===== src/rtl/fifo_wconv_pkg.sv =====
// Shared types and width helpers for the width-converting FIFO.
// Port widths and per-access word counts derive from mode and ratio.
package fifo_wconv_pkg;

    typedef enum logic {
        MODE_DOWN = 1'b0,
        MODE_UP   = 1'b1
    } fifo_mode_e;

    function automatic int wn(input int ratio, input fifo_mode_e mode);
        return (mode == MODE_DOWN) ? ratio : 1;
    endfunction

    function automatic int rn(input int ratio, input fifo_mode_e mode);
        return (mode == MODE_DOWN) ? 1 : ratio;
    endfunction

    function automatic int wr_width(input int dw, input int ratio,
                                    input fifo_mode_e mode);
        return dw * wn(ratio, mode);
    endfunction

    function automatic int rd_width(input int dw, input int ratio,
                                    input fifo_mode_e mode);
        return dw * rn(ratio, mode);
    endfunction

endpackage


===== src/rtl/fifo_wconv_ctrl.sv =====
// Pointer, occupancy and flag control for the width-converting FIFO.
// Counts are in narrow words; flags depend only on registered level.
module fifo_wconv_ctrl #(
    parameter int ADDR_WIDTH = 3,
    parameter int WN         = 2,
    parameter int RN         = 1,
    parameter int AF_THRESH  = 6,
    parameter int AE_THRESH  = 2
) (
    input  logic                  clk,
    input  logic                  reset,
    input  logic                  wr,
    input  logic                  rd,
    output logic                  wr_ok,
    output logic                  rd_ok,
    output logic [ADDR_WIDTH-1:0] wr_ptr,
    output logic [ADDR_WIDTH-1:0] rd_ptr,
    output logic [ADDR_WIDTH:0]   level,
    output logic                  full,
    output logic                  empty,
    output logic                  almost_full,
    output logic                  almost_empty,
    output logic                  wr_err,
    output logic                  rd_err
);

    localparam int LW = ADDR_WIDTH + 1;
    localparam logic [LW-1:0] DEPTH_L = LW'(2 ** ADDR_WIDTH);
    localparam logic [LW-1:0] WN_L = LW'(WN);
    localparam logic [LW-1:0] RN_L = LW'(RN);
    localparam logic [LW-1:0] AF_L = LW'(AF_THRESH);
    localparam logic [LW-1:0] AE_L = LW'(AE_THRESH);
    localparam logic [ADDR_WIDTH-1:0] WN_P = ADDR_WIDTH'(WN);
    localparam logic [ADDR_WIDTH-1:0] RN_P = ADDR_WIDTH'(RN);

    logic [ADDR_WIDTH-1:0] wr_ptr_q, wr_ptr_d;
    logic [ADDR_WIDTH-1:0] rd_ptr_q, rd_ptr_d;
    logic [LW-1:0]         level_q, level_d;
    logic                  wr_err_q, wr_err_d;
    logic                  rd_err_q, rd_err_d;

    assign full         = (DEPTH_L - level_q) < WN_L;
    assign empty        = level_q < RN_L;
    assign almost_full  = level_q >= AF_L;
    assign almost_empty = level_q <= AE_L;
    assign wr_ok        = wr && !full;
    assign rd_ok        = rd && !empty;

    always_comb begin
        wr_ptr_d = wr_ptr_q;
        rd_ptr_d = rd_ptr_q;
        level_d  = level_q;
        if (wr_ok) begin
            wr_ptr_d = wr_ptr_q + WN_P;
        end
        if (rd_ok) begin
            rd_ptr_d = rd_ptr_q + RN_P;
        end
        level_d  = level_q + (wr_ok ? WN_L : '0) - (rd_ok ? RN_L : '0);
        wr_err_d = wr && full;
        rd_err_d = rd && empty;
    end

    always_ff @(posedge clk or posedge reset) begin
        if (reset) begin
            wr_ptr_q <= '0;
            rd_ptr_q <= '0;
            level_q  <= '0;
            wr_err_q <= 1'b0;
            rd_err_q <= 1'b0;
        end else begin
            wr_ptr_q <= wr_ptr_d;
            rd_ptr_q <= rd_ptr_d;
            level_q  <= level_d;
            wr_err_q <= wr_err_d;
            rd_err_q <= rd_err_d;
        end
    end

    assign wr_ptr = wr_ptr_q;
    assign rd_ptr = rd_ptr_q;
    assign level  = level_q;
    assign wr_err = wr_err_q;
    assign rd_err = rd_err_q;

endmodule


===== src/rtl/fifo_wconv.sv =====
// Synchronous FIFO with wide/narrow port conversion over narrow storage.
// Lane 0 (LSBs) is always the oldest narrow word on either side.
module fifo_wconv
    import fifo_wconv_pkg::*;
#(
    parameter int         DATA_WIDTH = 8,
    parameter int         RATIO      = 2,
    parameter int         ADDR_WIDTH = 3,
    parameter fifo_mode_e MODE       = MODE_DOWN,
    parameter int         AF_THRESH  = 2 ** ADDR_WIDTH - RATIO,
    parameter int         AE_THRESH  = RATIO,
    localparam int        WR_W = wr_width(DATA_WIDTH, RATIO, MODE),
    localparam int        RD_W = rd_width(DATA_WIDTH, RATIO, MODE)
) (
    input  logic                  clk,
    input  logic                  reset,
    input  logic                  wr,
    input  logic [WR_W-1:0]       w_data,
    input  logic                  rd,
    output logic [RD_W-1:0]       r_data,
    output logic                  full,
    output logic                  empty,
    output logic                  almost_full,
    output logic                  almost_empty,
    output logic [ADDR_WIDTH:0]   level,
    output logic                  wr_err,
    output logic                  rd_err
);

    localparam int DEPTH = 2 ** ADDR_WIDTH;
    localparam int WN    = wn(RATIO, MODE);
    localparam int RN    = rn(RATIO, MODE);

    if (DEPTH < 2 * RATIO || RATIO < 1 || RATIO > 8 ||
        (RATIO & (RATIO - 1)) != 0) begin : g_bad_cfg
        $error("fifo_wconv: invalid RATIO/ADDR_WIDTH combination");
    end

    logic                  wr_ok, rd_ok;
    logic [ADDR_WIDTH-1:0] wr_ptr, rd_ptr;
    logic [DATA_WIDTH-1:0] mem_q [DEPTH];
    logic [DATA_WIDTH-1:0] mem_d [DEPTH];

    fifo_wconv_ctrl #(
        .ADDR_WIDTH (ADDR_WIDTH),
        .WN         (WN),
        .RN         (RN),
        .AF_THRESH  (AF_THRESH),
        .AE_THRESH  (AE_THRESH)
    ) u_ctrl (
        .clk          (clk),
        .reset        (reset),
        .wr           (wr),
        .rd           (rd),
        .wr_ok        (wr_ok),
        .rd_ok        (rd_ok),
        .wr_ptr       (wr_ptr),
        .rd_ptr       (rd_ptr),
        .level        (level),
        .full         (full),
        .empty        (empty),
        .almost_full  (almost_full),
        .almost_empty (almost_empty),
        .wr_err       (wr_err),
        .rd_err       (rd_err)
    );

    // Wide accesses stay contiguous because DEPTH is a multiple of RATIO.
    always_comb begin
        mem_d = mem_q;
        if (wr_ok) begin
            for (int i = 0; i < WN; i++) begin
                mem_d[wr_ptr + ADDR_WIDTH'(i)] =
                    w_data[i*DATA_WIDTH +: DATA_WIDTH];
            end
        end
    end

    always_ff @(posedge clk or posedge reset) begin
        if (reset) begin
            for (int i = 0; i < DEPTH; i++) begin
                mem_q[i] <= '0;
            end
        end else begin
            mem_q <= mem_d;
        end
    end

    always_comb begin
        r_data = '0;
        for (int i = 0; i < RN; i++) begin
            r_data[i*DATA_WIDTH +: DATA_WIDTH] =
                mem_q[rd_ptr + ADDR_WIDTH'(i)];
        end
    end

endmodule


===== config.mk =====
export PLATFORM = sky130hd
export DESIGN_NAME = fifo_wconv
export DESIGN_NICKNAME = d
export VERILOG_FILES = /design/src/rtl/fifo_wconv_pkg.sv /design/src/rtl/fifo_wconv_ctrl.sv /design/src/rtl/fifo_wconv.sv
export SDC_FILE = /design/constraint.sdc
export NUM_CORES = 1
export LEC_CHECK = 0
export ABC_AREA = 1
export ABC_CLOCK_PERIOD_IN_PS = 3600
export CAP_MARGIN = 20
export CORE_ASPECT_RATIO = 0.75
export CORE_MARGIN = 4
export CORE_UTILIZATION = 49
export DETAILED_ROUTE_END_ITERATION = 16
export PLACE_DENSITY = 0.7
export SYNTH_ARGS = -nofsm -noshare
export SYNTH_HDL_FRONTEND = slang
export SYNTH_SLANG_ARGS = --single-unit

===== constraint.sdc =====
create_clock -name clk -period 3.6 [get_ports clk]
set_clock_uncertainty 0.05 [all_clocks]
set_input_delay 0.72 -clock clk [delete_from_list [all_inputs] [get_ports clk]]
set_output_delay 0.72 -clock clk [all_outputs]
set_load 0.01 [all_outputs]

==> impl_metrics.env <==
export IMPL_hold_path_endpoint="mem_q[19]"
export IMPL_power_density_nw_per_um2=1020
export IMPL_synth_top_area_cell="dfrtp_1"
export IMPL_netlist_area_leader_share=0.482
export IMPL_postCtsHoldBufs=0
export IMPL_synth_commonest_cells="nand2_1, dfrtp_1, nand4_1"
export IMPL_coreArea_um2=7530
export IMPL_period_share=0.848
export IMPL_grt_pass1_vias=3391
export IMPL_layout_nets=532
export IMPL_p_leak_uw=0.00229
export IMPL_final_min_clock_period_ps=3050
export IMPL_grt_use_met2=0.373
export IMPL_multi_input_area_um2=1760
export IMPL_portBuffers=37
export IMPL_viasPerCell=5.82
export IMPL_clk_latency_ps=350
export IMPL_tightest_slew_ps=842
export IMPL_outcome="finished clean"
export IMPL_ys_ff_latch=75
export IMPL_htree_levels=3
export IMPL_dr_pass1_iters=5
export IMPL_max_cap_violations=0
export IMPL_r2r_end="u_ctrl.level[3]"
export IMPL_hold_viol_final=0
export IMPL_antenna_found_initial=0
export IMPL_end_kind="output port"
export IMPL_use_met1=0.331
export IMPL_dieArea_um2=9440
export IMPL_ant_nets=0
export IMPL_cp_required_ps=2830
export IMPL_peakVddDrop_v=0.000762
export IMPL_ys_seq_area_frac=0.482
export IMPL_tns_ps=0
export IMPL_cts_buffers=9
export IMPL_r2r_cells=13
export IMPL_synth_most_common_cell="nand2_1"
export IMPL_drcViolationCount=0
export IMPL_diodes=0
export IMPL_synth_edf_count=0
export IMPL_groute_usage_overall=0.234
export IMPL_post_drt_wl_per_cell_um=17.5
export IMPL_mappedNetlistNets=510
export IMPL_grt_max_degree=76
export IMPL_grt_pass1_wl_um=17800
export IMPL_place_congestion=0.792
export IMPL_die_w_um=111
export IMPL_io_pins=38
export IMPL_setup_violations=0
export IMPL_synth_area_um2=3890
export IMPL_syn_avg_cell_area_um2=8.17
export IMPL_slew_headroom=0.439
export IMPL_drtIter0Drc=260
export IMPL_crit_fanout=24
export IMPL_startpoint_type="register"
export IMPL_yosysWarnings=0
export IMPL_fin_cells=604
export IMPL_clk_path_buf_depth=2
export IMPL_post_cts_buffers=0
export IMPL_rsz0062_at_grt="false"
export IMPL_regToRegSetupSlack_ps=910
export IMPL_clkTransAtPathRegs_ps=80
export IMPL_seqCellArea_um2=1880
export IMPL_overflow=0
export IMPL_vias=3514
export IMPL_rows=27
export IMPL_hold_start="mem_q[19]"
export IMPL_place_inst=588
export IMPL_cts_sinks=75
export IMPL_ys_flop_type="dfrtp_1"
export IMPL_grt_busiest_layer="met2"
export IMPL_path_class="reg -> out"
export IMPL_drive_gt1_frac=0.0676
export IMPL_reg2reg_from="u_ctrl.level[1]"
export IMPL_ctsResizeCount=0
export IMPL_yosys_top_cells_area="dfrtp_1, nand2_1, nand4_1, o21ai_0, ha_1"
export IMPL_post_dp_hpwl_um=6350
export IMPL_syn_to_final_growth_pct=17.4
export IMPL_fillers=678
export IMPL_fmax_mhz=328
export IMPL_slew_violations=0
export IMPL_async_flop_share=1.00
export IMPL_synthCells=476
export IMPL_initial_core_util=0.516
export IMPL_cts_tree="done"
export IMPL_hold_depth=2
export IMPL_wl_um=10600
export IMPL_synth_cell_types=19
export IMPL_grt_use_met3=0.0535
export IMPL_hp_class="reg -> reg"
export IMPL_die_height_um=85.2
export IMPL_critPathArrivalTime_ps=2280
export IMPL_cts_root_buf="clkbuf_8"
-- registers in the layout, indices dropped and copies added (netlist names) --
register	count
u_ctrl.wr_err	1
u_ctrl.level	4
u_ctrl.rd_ptr	3
u_ctrl.rd_err	1
u_ctrl.wr_ptr	2
mem_q	64
-- stage by stage --
stage          hold slack (ps)  total power [uW]  area [um^2]  setup WS (ps)   util
2_1_floorplan              387              2980         3890            920      -
3_3_place_gp               399              3710         4290            988  0.570
3_5_place_dp               403              3770         4290            899  0.570
4_1_cts                    422              4670         4570            579  0.606
5_1_grt                    445              5030         4570            436  0.606
6_report                   421              4660         4570            548  0.606
-- area by class of cell --
type                    count  share of cell area
well taps                 101              0.0277
flip-flops and latches     75               0.411
repair buffers             47              0.0992
clock buffers              12              0.0340
inverters                  20              0.0164
clock inverters             4              0.0263
multi-input cells         345               0.386
-- metal layers --
layer,wire (um),share of wire,up-vias
met2,4840,0.46,138
met3,837,0.079,14
met1,4780,0.45,1722
li1,-,-,1640
met4,123,0.012,0
met5,0,0,-
-- power breakdown --
part	switching, uW	internal [uW]
clock	319	569
combinational	1430	860
sequential	248	1230
total	2000	2660
-- logic make-up (layout without fill, tap and decap cells) --
group | count (synthesis) | in the layout | share of synthesized area
flip-flops | 75 | 75 | 0.482
adder cells (fa/ha/maj) | 14 | 14 | 0.0470
XOR/XNOR | 3 | 3 | 0.00676
AO/OA/AOI/OAI | 50 | 50 | 0.0695
buffers and inverters | 56 | 83 | 0.0647
AND/OR/NAND/NOR | 278 | 278 | 0.330
-- worst max-delay path, stage by stage, from the launching register on --
cell and delay (ps):
dfrtp_1 390, inv_1 190, buf_4 320, o21ai_0 150
o22ai_1 180, nand2_1 70, nand2_1 90, clkdlybuf4s50_1 540
-- cell usage in the layout (no fill, tap or decap) --
cell type / netlist / final
buf_4: 4 / 9
nand3_1: 4 / 4
nand2_1: 167 / 167
dfrtp_1: 75 / 75
inv_2: 0 / 1
buf_2: 9 / 1
clkinv_1: 1 / 1
nor2_2: 2 / 2
nand3_4: 5 / 5
clkdlybuf4s50_1: 0 / 36
nor2_1: 36 / 36
clkbuf_8: 0 / 11
ha_1: 13 / 13
inv_1: 19 / 18
buf_12: 0 / 1
nand4_1: 64 / 64
o22ai_1: 16 / 16
xor2_1: 3 / 3
fa_1: 1 / 1
bufinv_16: 0 / 4
clkbuf_1: 13 / 1
o21ai_0: 34 / 34
-- worst max-delay path by stage --
stage                                start         endpoint  slack, ps  depth (start not counted)
final                     u_ctrl.rd_ptr[0]        r_data[3]        550                          7
after global routing      u_ctrl.rd_ptr[0]        r_data[2]        440                          7
after CTS                  u_ctrl.level[1]             full        580                          8
after detailed placement   u_ctrl.level[1]  u_ctrl.level[3]        900                         13
after global placement     u_ctrl.level[1]  u_ctrl.level[3]        990                         13
after floorplan                      reset         mem_q[0]        920                          1
No activity file was read; power rests on OpenSTA's default activity.
